`config.mk`:
```
export PLATFORM = sky130hd
export DESIGN_NAME = ready_rx_arbiter_flat
export DESIGN_NICKNAME = d
export VERILOG_FILES = /design/src/rtl/ready_rx_arbiter_pkg.sv /design/src/rtl/ready_rx_arbiter_if.sv /design/src/rtl/ready_rx_arbiter_bit_sync.sv /design/src/rtl/ready_rx_arbiter.sv /design/src/flat_wrapper.sv
export SDC_FILE = /design/constraint.sdc
export NUM_CORES = 1
export LEC_CHECK = 0
export BUFFER_PORTS_ARGS = -buffer_cell sky130_fd_sc_hd__buf_4
export CAP_MARGIN = 30
export CORE_AREA = 10 10 69 100
export DETAILED_ROUTE_END_ITERATION = 6
export DIE_AREA = 0 0 79 110
export SETUP_SLACK_MARGIN = 0.5
export SYNTH_ARGS = -nofsm -noshare
export SYNTH_HDL_FRONTEND = slang
export SYNTH_SLANG_ARGS = --single-unit
```
`constraint.sdc`:
```
create_clock -name clk2 -period 5.67 [get_ports clk2]
set_input_delay 1.134 -clock clk2 [delete_from_list [all_inputs] [get_ports clk2]]
set_output_delay 1.134 -clock clk2 [all_outputs]
set_load 0.05 [all_outputs]
```
`src/rtl/ready_rx_arbiter_pkg.sv`:
```
// Shared types and the round-robin picker for the ready/data CDC receive arbiter.
`timescale 1ns/1ps
package ready_rx_pkg;

    typedef enum logic [1:0] {
        IDLE = 2'd0,
        PEND = 2'd1,
        ACK  = 2'd2
    } ch_state_t;

    localparam int RR_MAX = 16;

    // Requests above NUM_CH are zero, so wrapping at RR_MAX gives the same order as wrapping at NUM_CH.
    function automatic logic [3:0] rr_pick(input logic [RR_MAX-1:0] req, input logic [3:0] ptr);
        logic [3:0] idx;
        logic [3:0] pick;
        logic       found;
        pick  = ptr;
        found = 1'b0;
        for (int k = 0; k < RR_MAX; k++) begin
            idx = ptr + 4'(k);
            if (req[idx] && !found) begin
                pick  = idx;
                found = 1'b1;
            end
        end
        return pick;
    endfunction

endpackage

```
`src/rtl/ready_rx_arbiter_if.sv`:
```
// Source-side ready/data/ack channels plus the downstream valid/ready output slot.
`timescale 1ns/1ps
interface ready_rx_arbiter_if #(
    parameter int NUM_CH     = 4,
    parameter int DATA_WIDTH = 8
);
    localparam int CW = $clog2(NUM_CH);

    logic [NUM_CH-1:0]            ready;
    logic [NUM_CH*DATA_WIDTH-1:0] data;
    logic [NUM_CH-1:0]            ack;
    logic                         out_valid;
    logic                         out_ready;
    logic [DATA_WIDTH-1:0]        out_data;
    logic [CW-1:0]                out_chan;

    modport master (
        output ready, data, out_ready,
        input  ack, out_valid, out_data, out_chan
    );

    modport slave (
        input  ready, data, out_ready,
        output ack, out_valid, out_data, out_chan
    );
endinterface

```
`src/rtl/ready_rx_arbiter_bit_sync.sv`:
```
// Multi-flop synchronizer for one asynchronous level signal.
`timescale 1ns/1ps
module bit_sync #(
    parameter int STAGES = 2
) (
    input  logic clk,
    input  logic rst_n,
    input  logic d,
    output logic q
);
    logic [STAGES-1:0] sync_d;
    logic [STAGES-1:0] sync_q;

    // Shift the async input one stage deeper each clock.
    always_comb begin
        sync_d = {sync_q[STAGES-2:0], d};
    end

    // Synchronizer flop chain.
    always_ff @(posedge clk or negedge rst_n) begin
        if (!rst_n) begin
            sync_q <= '0;
        end else begin
            sync_q <= sync_d;
        end
    end

    assign q = sync_q[STAGES-1];
endmodule

```
`src/rtl/ready_rx_arbiter.sv`:
```
// Receive controller: synchronizes per-channel ready levels, grants one pending
// channel per cycle round-robin into a registered output slot and returns a level ack.
`timescale 1ns/1ps
module ready_rx_arbiter
    import ready_rx_pkg::*;
#(
    parameter int NUM_CH      = 4,
    parameter int DATA_WIDTH  = 8,
    parameter int SYNC_STAGES = 2
) (
    input  logic                 clk2,
    input  logic                 rstn2,
    ready_rx_arbiter_if.slave    bus,
    output logic                 proto_err
);
    localparam int            CW      = $clog2(NUM_CH);
    localparam logic [CW-1:0] LAST_CH = CW'(NUM_CH - 1);

    logic [NUM_CH-1:0]     sr_s;
    logic [NUM_CH-1:0]     req_s;
    logic [NUM_CH-1:0]     drop_s;
    logic [RR_MAX-1:0]     req_ext_s;
    logic [3:0]            ptr_ext_s;
    logic                  slot_free_s;
    logic                  grant_vld_s;
    logic [CW-1:0]         grant_idx_s;

    ch_state_t             state_q [NUM_CH];
    ch_state_t             state_d [NUM_CH];
    logic [NUM_CH-1:0]     ack_q, ack_d;
    logic                  out_valid_q, out_valid_d;
    logic [DATA_WIDTH-1:0] out_data_q, out_data_d;
    logic [CW-1:0]         out_chan_q, out_chan_d;
    logic [CW-1:0]         ptr_q, ptr_d;
    logic                  proto_err_q, proto_err_d;

    for (genvar i = 0; i < NUM_CH; i++) begin : g_sync
        bit_sync #(.STAGES(SYNC_STAGES)) u_sync (
            .clk   (clk2),
            .rst_n (rstn2),
            .d     (bus.ready[i]),
            .q     (sr_s[i])
        );
    end

    // Pending requests and the single round-robin grant for this cycle.
    always_comb begin
        req_s  = '0;
        drop_s = '0;
        for (int i = 0; i < NUM_CH; i++) begin
            req_s[i]  = (state_q[i] == PEND) &&  sr_s[i];
            drop_s[i] = (state_q[i] == PEND) && !sr_s[i];
        end
        req_ext_s               = '0;
        req_ext_s[NUM_CH-1:0]   = req_s;
        ptr_ext_s               = '0;
        ptr_ext_s[CW-1:0]       = ptr_q;
        slot_free_s             = !out_valid_q || bus.out_ready;
        grant_vld_s             = slot_free_s && (|req_s);
        grant_idx_s             = CW'(rr_pick(req_ext_s, ptr_ext_s));
    end

    // Per-channel 4-phase handshake next state.
    always_comb begin
        for (int i = 0; i < NUM_CH; i++) begin
            state_d[i] = state_q[i];
            case (state_q[i])
                IDLE: begin
                    if (sr_s[i]) state_d[i] = PEND;
                    else         state_d[i] = IDLE;
                end
                PEND: begin
                    if (!sr_s[i])                                         state_d[i] = IDLE;
                    else if (grant_vld_s && (grant_idx_s == CW'(i)))      state_d[i] = ACK;
                    else                                                  state_d[i] = PEND;
                end
                ACK: begin
                    if (!sr_s[i]) state_d[i] = IDLE;
                    else          state_d[i] = ACK;
                end
                default: state_d[i] = IDLE;
            endcase
        end
    end

    // Ack, output slot, pointer and sticky error next values.
    always_comb begin
        ack_d = '0;
        for (int i = 0; i < NUM_CH; i++) begin
            ack_d[i] = (state_d[i] == ACK);
        end
        proto_err_d = proto_err_q || (|drop_s);
        if (grant_vld_s) begin
            out_valid_d = 1'b1;
            out_data_d  = bus.data[grant_idx_s*DATA_WIDTH +: DATA_WIDTH];
            out_chan_d  = grant_idx_s;
            ptr_d       = (grant_idx_s == LAST_CH) ? '0 : grant_idx_s + CW'(1);
        end else if (bus.out_ready) begin
            out_valid_d = 1'b0;
            out_data_d  = out_data_q;
            out_chan_d  = out_chan_q;
            ptr_d       = ptr_q;
        end else begin
            out_valid_d = out_valid_q;
            out_data_d  = out_data_q;
            out_chan_d  = out_chan_q;
            ptr_d       = ptr_q;
        end
    end

    // State and output registers.
    always_ff @(posedge clk2 or negedge rstn2) begin
        if (!rstn2) begin
            for (int i = 0; i < NUM_CH; i++) state_q[i] <= IDLE;
            ack_q       <= '0;
            out_valid_q <= 1'b0;
            out_data_q  <= '0;
            out_chan_q  <= '0;
            ptr_q       <= '0;
            proto_err_q <= 1'b0;
        end else begin
            for (int i = 0; i < NUM_CH; i++) state_q[i] <= state_d[i];
            ack_q       <= ack_d;
            out_valid_q <= out_valid_d;
            out_data_q  <= out_data_d;
            out_chan_q  <= out_chan_d;
            ptr_q       <= ptr_d;
            proto_err_q <= proto_err_d;
        end
    end

    assign bus.ack       = ack_q;
    assign bus.out_valid = out_valid_q;
    assign bus.out_data  = out_data_q;
    assign bus.out_chan  = out_chan_q;
    assign proto_err     = proto_err_q;
endmodule

```
`src/flat_wrapper.sv`:
```
// flat-port wrapper written by rule: the top's interface ports become plain ports
module ready_rx_arbiter_flat import ready_rx_pkg::*;
#(
    parameter int NUM_CH      = 4,
    parameter int DATA_WIDTH  = 8,
    parameter int SYNC_STAGES = 2
)
  (clk2, rstn2, proto_err, bus_ready, bus_data, bus_out_ready, bus_ack, bus_out_valid, bus_out_data, bus_out_chan);
  ready_rx_arbiter_if #(.NUM_CH(NUM_CH), .DATA_WIDTH(DATA_WIDTH)) bus_i ();
  input  logic clk2;
  input  logic rstn2;
  output logic proto_err;
  input wire logic [$bits(bus_i.ready)-1:0] bus_ready;
  input wire logic [$bits(bus_i.data)-1:0] bus_data;
  input wire logic [$bits(bus_i.out_ready)-1:0] bus_out_ready;
  output wire logic [$bits(bus_i.ack)-1:0] bus_ack;
  output wire logic [$bits(bus_i.out_valid)-1:0] bus_out_valid;
  output wire logic [$bits(bus_i.out_data)-1:0] bus_out_data;
  output wire logic [$bits(bus_i.out_chan)-1:0] bus_out_chan;
  assign bus_i.ready = bus_ready;
  assign bus_i.data = bus_data;
  assign bus_i.out_ready = bus_out_ready;
  assign bus_ack = bus_i.ack;
  assign bus_out_valid = bus_i.out_valid;
  assign bus_out_data = bus_i.out_data;
  assign bus_out_chan = bus_i.out_chan;
  ready_rx_arbiter #(.NUM_CH(NUM_CH), .DATA_WIDTH(DATA_WIDTH), .SYNC_STAGES(SYNC_STAGES)) u_core (.clk2(clk2), .rstn2(rstn2), .bus(bus_i), .proto_err(proto_err));
endmodule
```
==> metrics.cfg, run 1 <==
[clock_tree]
cts_tree=yes
h-tree-depth=2
clk_pin_slew_worst_paths_ns=0.07
clkSinkCount=34
ctsHoldBuffers=0
cts-root-buf=clkbuf_8
cts_resized=0
cts_buffer_depth=2
cts_made_buffers=5
clk_latency_ns=0.29
cts_setup_buffers=0

[global_routing]
grtUsageTotal_pct=12.3
grt_max_degree=35
grt_pass1_wl_mm=8.56
grt_pass1_vias=1772
grt.overflow.total=0
antenna_found_initial=0

[drt]
firstDrtPassIters=4
dr_wl_met2_mm=2.51
drtAntennaViolNets=0
drc=0
m1WireLength_mm=1.95
routed_wl_mm=5.05
vias_per_cell=5.33
post_drt_wl_per_cell_um=16.7
dr.first_iter.drc_count=98
highest_layer=met4
num_vias=1611
dr_wl_met3_um=428

[synth]
synth.top_cell.area_share_pct=43.5
ys.flop_type=dfrtp_1
ys_seq_elements=34
seq_area_frac_synth_pct=43.5
synth_area_leaders=dfrtp_1, mux2_4, and3b_1
synth_cell_types=45
avgSynthCellArea_um2=11.1
synth_edf_count=0
netlist_instances=176
synth_area_leader_cell=dfrtp_1
syn-cell-area_um2=1960
yosysWarningCount=0
syn-num-nets=221
ys_async_sr_fraction_pct=100

[placed_design]
portBuffers=54
placed_area_um2=2430
gp_congestion=0.894
dp_hpwl_mm=3.93

[cells_and_area]
regArea_um2=851
final_nets=278
fill_cells=527
insertedDiodeCount=0
multiInputGateArea_um2=1050
drive_gt1_share_pct=35.5
design_area_um2=2520
area_growth_pct=28.9

[worst_setup_path]
cp.required_ns=5.84
endpoint_kind=flop
critPathKind=flop to flop
slowest_delay_ns=0.57
crit_fanout=17
worstPathCellList=inv_1 -> ha_1 -> and4bb_2 -> a211oi_2 -> o21ai_0 -> o22ai_1 -> nand3_2 -> nand2_8 -> inv_1 -> ha_1 -> nand3_1 -> mux2i_1 -> and2_1
start_kind=flop
crit_slowest_cell=ha_1
critPathArrivalTime_ns=3.71

[pwr]
ir_drop_mv=0.359
power.total_uw=1730
pwr_density_cell_nw_per_um2=685
power.leakage_uw=0.00115

[die]
core_region_area_um2=5120
rows=32
die_w_um=79
dieArea_um2=8690
ios=55
start_util_pct=38.2
fp.dieH_um=110

[timing]
final.period_utilization_pct=62.5
slew_headroom_pct=60.7
drv_slew=0
finalSetupViolCount=0
clock_skew_ns=0.00850
fmax_mhz=282
rsz0062_at_grt=no
finalHoldViolCount=0
final.setup.tns_ns=0
min_period_ns=3.54
worstMarginPinSlew_ns=0.582

[status]
outcome=completed

[flow_run]
cap_violations=0

[hold_path]
hold_path.class=flop to flop

cell usage in the layout (no fill, tap or decap), types with 3 or more instances in the layout:
cell	count
o21ai_1	8
buf_4	55
mux2_4	8
a21oi_1	20
mux2i_1	3
clkbuf_8	6
dfrtp_1	34
nor2_1	7
and3b_1	13
ha_1	6
inv_1	9
o221a_1	8
o21ai_0	6
and2_1	4
nand2_1	5
kinds of logic (layout without fill, tap and decap cells):
| logic type | count (synthesis) | count (layout) | synth area share [%] |
|---|---|---|---|
| AO/OA/AOI/OAI | 57 | 57 | 21.1 |
| AND/OR/NAND/NOR | 52 | 52 | 19.4 |
| flip-flops | 34 | 34 | 43.5 |
| buffers and inverters | 14 | 72 | 2.94 |
| multiplexers | 12 | 12 | 8.82 |
| adder cells (fa/ha/maj) | 6 | 6 | 3.84 |
| XOR/XNOR | 1 | 1 | 0.448 |
cell type report:
cell class                 count  area share [%]
clock buffer                   7            3.42
clock inverter                 1           0.198
inverter                       9            1.34
multi-input combinational    128            41.6
sequential                    34            33.7
tap                           68            3.37
timing repair buffer          55            16.4
worst paths after layout:
path	startpoint	to	slack, ns	cells after the start
max in group asynchronous	rstn2	u_core.state_q[3]	4.58	1
min reg2reg	u_core.g_sync[3].u_sync.sync_q[0]	u_core.g_sync[3].u_sync.sync_q[1]	0.35	0
max reg2reg	u_core.ptr_q[0]	u_core.bus.ack[1]	2.13	13
min	u_core.g_sync[3].u_sync.sync_q[0]	u_core.g_sync[3].u_sync.sync_q[1]	0.35	0
max	u_core.ptr_q[0]	u_core.bus.ack[1]	2.13	13
min in group asynchronous	rstn2	u_core.bus.out_data[5]	0.78	1
Yosys cell counts, types with 4 or more instances:
cell / n
o21ai_1: 8
and2_1: 4
nand2_1: 5
o21ai_0: 6
inv_1: 9
o221a_1: 8
mux2_4: 8
nor2_1: 7
ha_1: 6
a21oi_1: 20
and3b_1: 13
dfrtp_1: 34
report_power, final:
part / internal, uW / leakage [uW] / switching (uW) / total, uW
sequential: 317 / 0.000404 / 63.8 / 381
clock: 97.9 / 0.0000482 / 85.8 / 184
combinational: 489 / 0.000694 / 675 / 1160
total: 904 / 0.00115 / 825 / 1730
state kept, by name (all words and copies together) (netlist names):
signal and cells:
u_core.bus.out_chan 2, u_core.proto_err 1, u_core.ptr_q 2, u_core.bus.ack 4, u_core.state_q 8, u_core.bus.out_data 8
u_core.bus.out_valid 1, u_core.g_sync.u_sync.sync_q 8
critical path: cells and delay by family, from the launching register on:
family,cells,cell delay (ns)
simple gates,5,1.13
fa+ha+maj,2,0.75
compound gates,3,0.67
flops,1,0.50
buf+inv,2,0.27
mux,1,0.08
stage by stage:
step	std cells	utilization, %	hold WS (ns)	setup slack [ns]
6_report	302	49.2	0.348	2.13
5_1_grt	302	49.2	0.360	1.81
4_1_cts	302	49.2	0.352	2.11
3_5_place_dp	294	47.4	0.336	2.14
3_3_place_gp	294	47.4	0.333	2.20
2_1_floorplan	176	-	0.331	2.84
metal layers:
metal / GRT usage (%) / up-vias
li1: - / 778
met1: 12.9 / 763
met2: 21.0 / 60
met3: 4.46 / 10
met4: 7.20 / 0
met5: 0 / -
No activity file was read; power rests on OpenSTA's default activity.
==> run 2: changes to the inputs <==
--- a/config.mk
+++ b/config.mk
@@ -5,11 +5,12 @@
 export SDC_FILE = /design/constraint.sdc
 export NUM_CORES = 1
 export LEC_CHECK = 0
+export ABC_AREA = 1
 export BUFFER_PORTS_ARGS = -buffer_cell sky130_fd_sc_hd__buf_4
 export CAP_MARGIN = 30
-export CORE_AREA = 10 10 69 100
+export CORE_AREA = 10 10 74 108
 export DETAILED_ROUTE_END_ITERATION = 6
-export DIE_AREA = 0 0 79 110
+export DIE_AREA = 0 0 84 118
 export SETUP_SLACK_MARGIN = 0.5
 export SYNTH_ARGS = -nofsm -noshare
 export SYNTH_HDL_FRONTEND = slang
==> constraint.sdc (replaced) <==
create_clock -name clk2 -period 3 [get_ports clk2]
set_input_delay 0.6 -clock clk2 [delete_from_list [all_inputs] [get_ports clk2]]
set_output_delay 0.6 -clock clk2 [all_outputs]
set_load 0.05 [all_outputs]
==> metrics.cfg, run 2 <==
[status]
outcome=completed

[synth]
avgSynthCellArea_um2=8.40
syn-num-nets=320
ys.flop_type=dfrtp_1
synth.top_cell.area_share_pct=36.8
syn-cell-area_um2=2310
synth_area_leader_cell=dfrtp_1
synth_area_leaders=dfrtp_1, nand2_1, nand3_1
seq_area_frac_synth_pct=36.8
post-synth-top-count-cell=nand2_1
synth_edf_count=0
synth_cell_types=33
netlist_instances=275
ys_seq_elements=34
ys_async_sr_fraction_pct=100
yosysWarningCount=0
yosys-top-cells-count=nand2_1, nand3_1, dfrtp_1

[cells_and_area]
regArea_um2=852
area_growth_pct=33.7
insertedDiodeCount=0
multiInputGateArea_um2=1370
final_nets=392
drive_gt1_share_pct=42.1
fill_cells=605
layout_common_cells=nand2_1, buf_4, nand3_1

[clock_tree]
clk_latency_ns=0.28
cts_buffer_depth=2
cts_tree=yes
clkSinkCount=34
cts_made_buffers=5
cts-root-buf=clkbuf_8
h-tree-depth=2
clk_pin_slew_worst_paths_ns=0.07

[timing]
rsz0062_at_grt=yes
final.setup.tns_ns=0
clock_skew_ns=0.00680
drv_slew=0
slew_headroom_pct=70.9
worstMarginPinSlew_ns=0.437
fmax_mhz=414
min_period_ns=2.41
final.period_utilization_pct=80.4
finalSetupViolCount=0
finalHoldViolCount=0

[placed_design]
gp_congestion=0.862
portBuffers=54
dp_hpwl_mm=4.64

[drt]
post_drt_wl_per_cell_um=14.7
drc=0
vias_per_cell=4.93
routed_wl_mm=6.19
drtAntennaViolNets=0
num_vias=2075
firstDrtPassIters=4
dr.first_iter.drc_count=113

[worst_setup_path]
path_delay_family=simple AND/OR/NAND/NOR gates
crit_fanout=4
cp.required_ns=3.22
path_buf_inv=3
critPathArrivalTime_ns=2.63
slowest_delay_ns=0.45
crit_slowest_cell=dfrtp_2
worstPathCellList=inv_8 -> ha_4 -> inv_4 -> nand3_4 -> nand3_4 -> nand2_4 -> nor2_8 -> nand3_4 -> nand2_2 -> nor2_2 -> nand2_2 -> nand2_8 -> inv_8 -> ha_4 -> nand2_2 -> o21ai_2 -> and3_1
endpoint_kind=flop
start_kind=flop
critPathKind=flop to flop

[flow_run]
cap_violations=0

[hold_path]
hold_path.class=input pin to async pin

[die]
ios=55
start_util_pct=38.2
fp.dieH_um=118
rows=35
dieArea_um2=9910
core_region_area_um2=6040
die_w_um=84

[global_routing]
grt.overflow.total=0
antenna_found_initial=0
grtUsageTotal_pct=12.2
grt_pass1_vias=2108
grt_max_degree=35
grt_pass1_wl_mm=10.2

[run 2: worst paths after layout]
kind | start | slack, ns | cells after the start | endpoint
setup / recovery | u_core.ptr_q[0] | 0.59 | 17 | u_core.state_q[7]
hold / removal | rstn2 | 0.26 | 1 | u_core.g_sync[3].u_sync.sync_q[1]
setup reg to reg | u_core.ptr_q[0] | 0.59 | 17 | u_core.state_q[7]
hold reg to reg | u_core.g_sync[3].u_sync.sync_q[0] | 0.34 | 0 | u_core.g_sync[3].u_sync.sync_q[1]
max in group asynchronous | rstn2 | 2.41 | 1 | u_core.ptr_q[0]
min in group clk2 | u_core.g_sync[3].u_sync.sync_q[0] | 0.34 | 0 | u_core.g_sync[3].u_sync.sync_q[1]
[run 2: final cells by class]
cell class | count | share of cell area, %
tap | 74 | 3.00
clock buffer | 7 | 2.47
timing repair buffer | 72 | 17.9
sequential | 34 | 27.6
multi-input combinational | 199 | 44.2
inverter | 35 | 4.90
[run 2: worst register-to-register path: stages (launching register included)]
cell and delay [ns]:
dfrtp_2 0.45, inv_8 0.08, ha_4 0.22, inv_4 0.09
nand3_4 0.10, nand3_4 0.11, nand2_4 0.09, nor2_8 0.18
nand3_4 0.15, nand2_2 0.11, nor2_2 0.04, nand2_2 0.10
nand2_8 0.08, inv_8 0.08, ha_4 0.12, nand2_2 0.04
o21ai_2 0.15, and3_1 0.17
[run 2: metal layers]
layer | global-route usage (%) | vias up | part of all wire [%]
li1 | - | 1044 | -
met1 | 14.0 | 990 | 39
met2 | 21.7 | 35 | 56
met3 | 2.35 | 6 | 3.4
met4 | 4.41 | 0 | 1.3
met5 | 0 | - | 0
[run 2: logic make-up (layout without fill, tap and decap cells)]
logic type               Yosys count  after routing  synth area share (%)
AND/OR/NAND/NOR                  176            176                  45.7
buffers and inverters             42            114                  9.26
flip-flops                        34             34                  36.8
AO/OA/AOI/OAI                     17             17                  4.93
adder cells (fa/ha/maj)            6              6                  3.25
[run 2: metrics by stage]
stage | cells | setup WS, ns | cell area (um2) | hold slack (ns) | utilization, %
4_1_cts | 413 | 0.515 | 2930 | 0.267 | 48.5
3_5_place_dp | 400 | 0.330 | 2790 | 0.337 | 46.2
3_3_place_gp | 400 | 0.376 | 2790 | 0.332 | 46.2
6_report | 421 | 0.587 | 3090 | 0.257 | 51.1
5_1_grt | 421 | 0.438 | 3090 | 0.287 | 51.1
2_1_floorplan | 275 | 0.503 | 2340 | 0.304 | -
[run 2: timing repair]
| item | in CTS | in global routing |
|---|---|---|
| buffers inserted | 6 | 8 |
| cloned | 0 | 0 |
| pin swaps | 0 | 17 |
| gates resized for setup | 7 | 23 |
| hold buffers | 0 | 0 |
| setup endpoints to repair | 13 | 18 |
Power of run 2 is left out: the tool's default activity adds up to more than one toggle a clock period on the data nets, which glitch-free logic cannot reach.
==> run 3: changes to the inputs <==
==> constraint.sdc (replaced) <==
create_clock -name clk2 -period 2.13 [get_ports clk2]
set_input_delay 0.426 -clock clk2 [delete_from_list [all_inputs] [get_ports clk2]]
set_output_delay 0.426 -clock clk2 [all_outputs]
set_load 0.05 [all_outputs]
==> metrics.cfg, run 3 (same netlist as run 2, synthesis figures left out) <==
[worst_setup_path]
r2r-start=u_core.ptr_q[0]
ff2ff_setup_slack_ns=-0.25
critPathArrivalTime_ns=2.61
slowest_delay_ns=0.44
reg2reg_to=u_core.bus.ack[3]
critPathKind=flop to flop
crit_slowest_cell=dfrtp_2
crit_fanout=5
worstPathCellList=inv_8 -> ha_4 -> inv_4 -> nand3_4 -> nand3_4 -> nand2_4 -> nor2_8 -> nand3_4 -> nand2_2 -> nor2_2 -> nand2_2 -> nand2_4 -> buf_4 -> ha_4 -> nand2_2 -> o21ai_2 -> o211a_1
cp.required_ns=2.36
endpoint_kind=flop
r2r_cells=17
start_kind=flop

[drt]
firstDrtPassIters=5
drc=0
routed_wl_mm=6.75
post_drt_wl_per_cell_um=14.7
num_vias=2267
dr.first_iter.drc_count=118
vias_per_cell=4.95
drtAntennaViolNets=0

[timing]
worstMarginPinSlew_ns=0.454
drv_slew=0
slew_headroom_pct=69.8
finalSetupViolCount=22
worst_slack_ns=-0.249
finalHoldViolCount=0
clock_skew_ns=0.00682
min_period_ns=2.38
worst_hold_slack_ns=0.0782
final.period_utilization_pct=112
rsz0062_at_grt=yes
fmax_mhz=420

[global_routing]
grtUsageMet1_pct=15.0
grt_pass1_wl_mm=10.7
grt_max_degree=35
antenna_found_initial=0
grt_pass1_vias=2279
grt.overflow.total=0
busiest_layer=met2
grtUsageMet2_pct=22.2
grtUsageMet3_pct=2.15
grtUsageTotal_pct=12.7

[cells_and_area]
final_common_cell=buf_4
fin_util_pct=59.3
drive_gt1_share_pct=53.6
final_nets=428
layout_common_cells=buf_4, nand2_1, nand3_1
insertedDiodeCount=0
area_growth_pct=55.1

[clock_tree]
clk_pin_slew_worst_paths_ns=0.07
cts_tree=yes
cts-root-buf=clkbuf_8
ctsHoldBuffers=0
cts_made_buffers=5
clk_latency_ns=0.29
cts_buffer_depth=2
h-tree-depth=2
clkSinkCount=34

[die]
core_region_area_um2=6040
dieArea_um2=9910
start_util_pct=38.2
die_w_um=84
rows=35
fp.dieH_um=118
ios=55

[placed_design]
dp_hpwl_mm=4.92
gp_congestion=0.791
portBuffers=54

[hold_path]
hold_path.class=input pin to async pin

[status]
violations=negative setup slack
outcome=complete, but fails checks

[flow_run]
cap_violations=0

[run 3: changes by cell type in the layout (fill, tap and decap cells not counted), sizes merged]
cell	change
nand4	+1
clkinv	+1
buf	+35
clkbuf	-1
inv	-1
bufinv	+2
[run 3: metrics by stage]
| step | cells | area, um2 | TNS [ns] | setup WS (ns) |
|---|---|---|---|---|
| global placement | 435 | 3110 | -3.67 | -0.214 |
| CTS | 450 | 3400 | -3.58 | -0.225 |
| global route | 458 | 3580 | -6.59 | -0.356 |
| finish | 458 | 3580 | -4.05 | -0.249 |
| detailed placement | 435 | 3110 | -4.42 | -0.265 |
| floorplan | 275 | 2400 | -3.58 | -0.291 |
[run 3: critical path, delay by kind of cell, from the launching register on]
family                     cells  cell delay (ns)
buffers and inverters          3             0.23
and+or+nand+nor               10             0.86
AOI/OAI and AO/OA              2             0.31
DFF                            1             0.44
adders and majority gates      2             0.44
[run 3: area by class of cell]
class | instances | area [um2]
clock buffer | 6 | 82.6
clock inverter | 2 | 60.1
fill | 550 | 2460
inverter | 35 | 151
multi-input combinational | 200 | 1500
sequential | 34 | 852
tap | 74 | 92.6
timing repair buffer | 107 | 848
[run 3: worst max path at each step]
stage / startpoint / end / slack (ns) / depth (start not counted)
after detailed placement: u_core.ptr_q[0] / u_core.state_q[7] / -0.26 / 18
after floorplan: u_core.ptr_q[0] / u_core.bus.ack[3] / -0.29 / 19
after global placement: u_core.ptr_q[0] / u_core.bus.ack[0] / -0.21 / 18
after global routing: u_core.ptr_q[0] / u_core.bus.ack[3] / -0.36 / 17
final: u_core.ptr_q[0] / u_core.bus.ack[3] / -0.25 / 17
after CTS: u_core.ptr_q[0] / u_core.bus.ack[1] / -0.23 / 17
[run 3: repair_timing]
item / in CTS / in global routing
gates resized for setup: 26 / 31
endpoints found under the setup margin: 24 / 24
pin swaps: 24 / 23
gates cloned: 0 / 1
setup buffers: 7 / 7
[run 3: layer usage]
metal / vias up / routed length, um
met1: 1091 / 2810
met5: - / 0
met2: 40 / 3660
met4: 0 / 108
met3: 10 / 169
li1: 1126 / -
Power of run 3 is left out for the same reason.
